===== config.mk =====
export PLATFORM = sky130hd
export DESIGN_NAME = iso7816_brg_os
export DESIGN_NICKNAME = d
export VERILOG_FILES = /design/src/rtl/iso7816_brg_os.sv
export SDC_FILE = /design/constraint.sdc
export NUM_CORES = 1
export LEC_CHECK = 0
export ABC_AREA = 1
export BUFFER_PORTS_ARGS = -buffer_cell sky130_fd_sc_hd__clkbuf_2
export CAP_MARGIN = 0
export CELL_PAD_IN_SITES_DETAIL_PLACEMENT = 0
export CELL_PAD_IN_SITES_GLOBAL_PLACEMENT = 1
export CORE_MARGIN = 4
export CORE_UTILIZATION = 36
export DETAILED_ROUTE_END_ITERATION = 12
export GPL_ROUTABILITY_DRIVEN = 1
export PLACE_DENSITY = 0.84
export REMOVE_ABC_BUFFERS = 1
export SETUP_SLACK_MARGIN = 0.05
export SYNTH_ARGS = -nofsm -noshare
export SYNTH_HDL_FRONTEND = slang
export SYNTH_SLANG_ARGS = --single-unit

===== constraint.sdc =====
create_clock -name clk -period 3.25 [get_ports clk]
set_input_delay 0.65 -clock clk [delete_from_list [all_inputs] [get_ports clk]]
set_output_delay 0.65 -clock clk [all_outputs]
set_load 0.02 [all_outputs]

===== src/rtl/iso7816_brg_os.sv =====
// ISO7816 baud-rate generator with fractional F/D phase accumulator,
// 2^OS_LOG2 sub-ETU sample strobes, TX/RX strobe split with a lagged
// receive strobe in transmit mode, and a saturating ETU counter with a
// timeout compare.
//
// Strobe semantics: every output strobe is a single-cycle, registered
// pulse with no back-pressure. A tick computed in cycle t is visible in
// cycle t+1. The block stays silent after reset until a sync has loaded
// the phase accumulator.
module iso7816_brg_os #(
  parameter int W        = 15,
  parameter int OS_LOG2  = 0,
  parameter int TXRX_LAG = 3,
  parameter int CW       = 16
) (
  input  logic                                   clk,
  input  logic                                   rst_n,
  input  logic                                   sync,
  input  logic                                   run,
  input  logic                                   txrx,
  input  logic                                   clr_cnt,
  input  logic [W-1:0]                           cfg_F,
  input  logic [W-1:0]                           cfg_D,
  input  logic [W-1:0]                           cfg_init,
  input  logic [CW-1:0]                          cfg_timeout,
  output logic                                   stb_smp,
  output logic                                   stb_tx,
  output logic                                   stb_rx,
  output logic [((OS_LOG2 > 0) ? OS_LOG2 : 1)-1:0] smp_idx,
  output logic [CW-1:0]                          etu_cnt,
  output logic                                   timeout
);

  localparam int AW = W + OS_LOG2 + 1;
  localparam int IW = (OS_LOG2 > 0) ? OS_LOG2 : 1;
  localparam int NS = 1 << OS_LOG2;

  // State registers
  logic [AW-1:0]       acc_q, acc_d;
  logic [IW-1:0]       idx_q, idx_d;
  logic [TXRX_LAG-1:0] dl_q, dl_d;
  logic [CW-1:0]       cnt_q, cnt_d;
  logic                synced_q, synced_d;
  logic                stb_smp_q, stb_smp_d;
  logic                stb_tx_q, stb_tx_d;
  logic                stb_rx_q, stb_rx_d;
  logic [IW-1:0]       smp_idx_q, smp_idx_d;
  logic                timeout_q, timeout_d;

  // Datapath helpers
  logic [AW-1:0] deff;
  logic [AW-1:0] f_ext;
  logic [AW-1:0] init_ext;
  logic [AW-1:0] sum;
  logic [IW-1:0] idx_inc;
  logic [CW-1:0] cnt_inc;
  logic          last_smp;
  logic          tick_smp;
  logic          tick_etu;
  logic          tx_tick;

  // Effective increment is D scaled by the oversampling ratio, so the
  // accumulator wraps 2^OS_LOG2 times per ETU.
  assign deff     = {{(OS_LOG2 + 1){1'b0}}, cfg_D} << OS_LOG2;
  assign f_ext    = {{(OS_LOG2 + 1){1'b0}}, cfg_F};
  assign init_ext = {{(OS_LOG2 + 1){1'b0}}, cfg_init};
  assign sum      = acc_q + deff;
  // Without oversampling the index never moves.
  assign idx_inc  = (OS_LOG2 == 0) ? '0 : idx_q + IW'(1);
  assign last_smp = (idx_q == IW'(NS - 1));
  assign cnt_inc  = cnt_q + CW'(1);

  // Next-state: accumulator, sub index, delay line, counter and strobes
  always_comb begin
    acc_d     = acc_q;
    idx_d     = idx_q;
    dl_d      = dl_q;
    cnt_d     = cnt_q;
    synced_d  = synced_q;
    smp_idx_d = smp_idx_q;
    stb_smp_d = 1'b0;
    stb_tx_d  = 1'b0;
    stb_rx_d  = 1'b0;
    timeout_d = 1'b0;
    tick_smp  = 1'b0;
    tick_etu  = 1'b0;
    tx_tick   = 1'b0;

    if (sync) begin
      // Phase reload wins over everything; pending lagged strobes are dropped.
      acc_d     = init_ext;
      idx_d     = '0;
      smp_idx_d = '0;
      dl_d      = '0;
      cnt_d     = '0;
      synced_d  = 1'b1;
    end else begin
      if (run && synced_q) begin
        if (sum >= f_ext) begin
          acc_d    = sum - f_ext;
          tick_smp = 1'b1;
        end else begin
          acc_d = sum;
        end
        tick_etu = tick_smp && last_smp;
        tx_tick  = tick_etu && txrx;
        if (tick_smp) begin
          idx_d     = idx_inc;
          smp_idx_d = idx_q;
        end
        // The receive strobe in transmit mode trails the tick by TXRX_LAG
        // cycles; the line only advances while running.
        dl_d      = (dl_q << 1) | TXRX_LAG'(tx_tick);
        stb_smp_d = tick_smp;
        stb_tx_d  = tx_tick;
        stb_rx_d  = (tick_etu && !txrx) || dl_q[TXRX_LAG-1];
      end

      // A clear coinciding with an ETU tick leaves the counter at zero.
      if (clr_cnt) begin
        cnt_d = '0;
      end else if (tick_etu && (cnt_q != '1)) begin
        cnt_d     = cnt_inc;
        timeout_d = (cfg_timeout != '0) && (cnt_inc == cfg_timeout);
      end
    end
  end

  // State register with asynchronous active-low reset
  always_ff @(posedge clk or negedge rst_n) begin
    if (!rst_n) begin
      acc_q     <= '0;
      idx_q     <= '0;
      dl_q      <= '0;
      cnt_q     <= '0;
      synced_q  <= 1'b0;
      smp_idx_q <= '0;
      stb_smp_q <= 1'b0;
      stb_tx_q  <= 1'b0;
      stb_rx_q  <= 1'b0;
      timeout_q <= 1'b0;
    end else begin
      acc_q     <= acc_d;
      idx_q     <= idx_d;
      dl_q      <= dl_d;
      cnt_q     <= cnt_d;
      synced_q  <= synced_d;
      smp_idx_q <= smp_idx_d;
      stb_smp_q <= stb_smp_d;
      stb_tx_q  <= stb_tx_d;
      stb_rx_q  <= stb_rx_d;
      timeout_q <= timeout_d;
    end
  end

  assign stb_smp = stb_smp_q;
  assign stb_tx  = stb_tx_q;
  assign stb_rx  = stb_rx_q;
  assign smp_idx = smp_idx_q;
  assign etu_cnt = cnt_q;
  assign timeout = timeout_q;

endmodule


==> flow_summary_export.csv <==
group,metric,value,unit
worst_setup_path,worstSetupStartpointType,"primary input",
floorplan,core_area,0.0109,sq mm
yosys,synthDistinctLibCells,36,
clocking,cts.clk_slew.worst_paths,60,ps
pwr,power,0.00755,W
clocking,clockBufferDepth,2,
routing,dr.pass1.iters,5,
clocking,numCtsBuffers,5,
grt,grt_pass1_vias,4569,
floorplan,start_util,37.2,%
worst_setup_path,reg2reg_from,"acc_q[2]",
worst_setup_path,crit_required,3470,ps
cells_and_area,nets,855,
sta,drv_slew,0,
clocking,clock-sinks,40,
yosys,ys_top_cells_by_area,"dfrtp_1 25%, nand2_1 12%, ha_1 9.5%",
yosys,syn_avg_cell_area,6.96,sq um
sta,hold_violations,0,
sta,fin_skew,2.51,ps
cells_and_area,final_cell_mix,"121 x nand2_1, 86 x buf_4, 83 x clkbuf_2, 70 x inv_1, 49 x nand3_1",
run_status,outcome,"finished with violations",
sta,fmax,0.304,GHz
grt,grt_pass1_wl,21.8,mm
cells_and_area,syn2layout_area_growth,49.3,%
routing,avgViaCountPerCell,5.11,
cells_and_area,diodes,0,
sta,fin_crit_sh,101,%
clocking,insertion_delay,290,ps
yosys,ys_ff_latch,40,
sta,max-slew-margin-rel,29.2,%
floorplan,io_pins,88,
run_status,violations,"setup timing",
min_path,hold_path.class,"flip-flop to flip-flop",
pwr,ir_worst_vdd,0.878,mV
sta,tightest_slew,1060,ps
yosys,synth-edff-count,0,
placement,place_congestion,0.910,
yosys,syn_area,0.00407,sq mm
yosys,synth_ff_type,"dfrtp_1",
yosys,synth_cells,584,
placement,hpwl,10.3,mm
grt,grt_max_degree,41,
routing,drt-wirelength-per-cell,15.5,um
min_path,worstHoldStart,"dl_q[0]",
clocking,cts_tree,"done",
floorplan,die_y,114,um
sta,setup-violations-final,10,
sta,fin_tns_setup,-112,ps
routing,drt_iter0_markers,251,
floorplan,die_w,114,um
placement,post-place-ws,-631,ps
placement,io_buffers,86,
routing,drtAntennaViolNets,0,
yosys,synth_top_area_cell,"dfrtp_1",
clocking,cts_hold_buf,0,
floorplan,rows,38,
sta,rsz0062_at_grt,"true",
routing,vias,4581,
grt,grt-ovfl-total,0,
pwr,p_leak,3.13,nW
cells_and_area,layout_commonest_cell,"nand2_1",
yosys,synth_top_area_share,24.6,%
routing,routed_wl,13.9,mm
grt,antenna_found_initial,0,
grt,track_usage,20.6,%
sta,min_period,3290,ps
cells_and_area,drive_gt1_share,36.5,%
pwr,power.density,1240,mW/mm^2
worst_setup_path,cp-end-kind,"flip-flop",
worst_setup_path,startpoint,"cfg_D[7]",
clocking,htreeDepth,2,
worst_setup_path,worstSetupPathType,"primary input to flip-flop",
routing,drc,0,
worst_setup_path,critical_path.max_fanout,5,
job,drv_cap,0,
yosys,ys_warn_count,0,
yosys,synth-async-reset-ratio,100,%
clocking,clockRootBuffer,"clkbuf_16",
yosys,ys_seq_area_share,24.6,%
worst_setup_path,cp.arrival,3510,ps
sta,fin_ws,-37.4,ps
floorplan,die_area,0.0131,sq mm
[what timing repair did]
item | 4_1_cts | 5_1_grt
pin swaps | 31 | 54
setup endpoints to repair | 37 | 37
buffers inserted | 13 | 7
resized for setup | 55 | 54
gates cloned | 0 | 0
[worst max-delay path: stages]
cell and delay (ps):
clkbuf_2 80, ha_1 360, a21oi_2 190, buf_4 130
o21ai_0 100, a21oi_1 190, o21ai_2 90, xor2_2 200
ha_1 340, nand3_1 110, nor3_1 60, a31o_2 270
a21oi_4 180, buf_6 130, buf_6 120, buf_6 90
nand4_1 90, nand3b_1 120
[synth_stat cells, drive strengths merged (2+ instances only)]
library cell  instances
inv                  72
or2                   3
buf                  10
nand3b               19
nor3                  5
o21bai                3
ha                   31
fa                    2
nand2               134
nor2                 46
xor2                 24
a22o                 15
nand3                57
dfrtp                40
o22ai                 2
a21o                  4
nand4                37
xnor2                11
o21ai                21
clkbuf               10
a21oi                32
[registers in the layout (all words and copies together) (netlist names)]
signal    count
stb_smp       1
acc_q        16
dl_q          3
etu_cnt      16
stb_rx        1
stb_tx        1
timeout       1
synced_q      1
[per-stage QoR]
step / hold slack, ps / std cells / utilization (%) / cell area, sq um
6_report: 491 / 896 / 55.5 / 6070
5_1_grt: 513 / 896 / 55.5 / 6070
4_1_cts: 493 / 890 / 52.6 / 5750
3_5_place_dp: 471 / 871 / 47.5 / 5190
3_3_place_gp: 457 / 871 / 47.5 / 5190
2_1_floorplan: 354 / 564 / - / 3960
[logic make-up after synthesis]
family / share of synthesized area [%]
flip-flops: 24.6
XOR/XNOR: 8.09
AND/OR/NAND/NOR: 34.4
AO/OA/AOI/OAI: 13.0
other: 0.0922
adder cells (fa/ha/maj): 10.5
buffers and inverters: 9.23
[where the power goes]
part | switching [W] | internal, W
sequential | 0.000109 | 0.000616
clock | 0.000216 | 0.000385
combinational | 0.00311 | 0.00311
total | 0.00343 | 0.00412
[per-layer routing]
| layer | track usage [%] | share of wire (%) | vias up |
|---|---|---|---|
| met4 | 5.86 | 1.9 | 0 |
| met3 | 1.96 | 4.0 | 21 |
| li1 | - | - | 2303 |
| met1 | 26.4 | 43 | 2134 |
| met2 | 36.6 | 51 | 123 |
| met5 | 0 | 0 | - |
[path summary, 6_finish.rpt]
| kind | cells past startpoint | end | slack, ps |
|---|---|---|---|
| max in group asynchronous | 1 | acc_q[2] | 2050 |
| min | 2 | dl_q[0] | 490 |
| max | 18 | acc_q[1] | -40 |
| min in group asynchronous | 1 | acc_q[10] | 550 |
| max reg2reg | 18 | acc_q[1] | -30 |
| min reg2reg | 2 | dl_q[0] | 490 |
[area by class of cell]
cell class / instances / area, sq um
Timing Repair Buffer: 184 / 1240
Multi-Input combinational cell: 452 / 3210
Sequential cell: 40 / 1000
Clock buffer: 6 / 139
Fill cell: 1006 / 4860
Tap cell: 140 / 175
Clock inverter: 2 / 38.8
Inverter: 72 / 270
No activity file was read; power rests on OpenSTA's default activity.
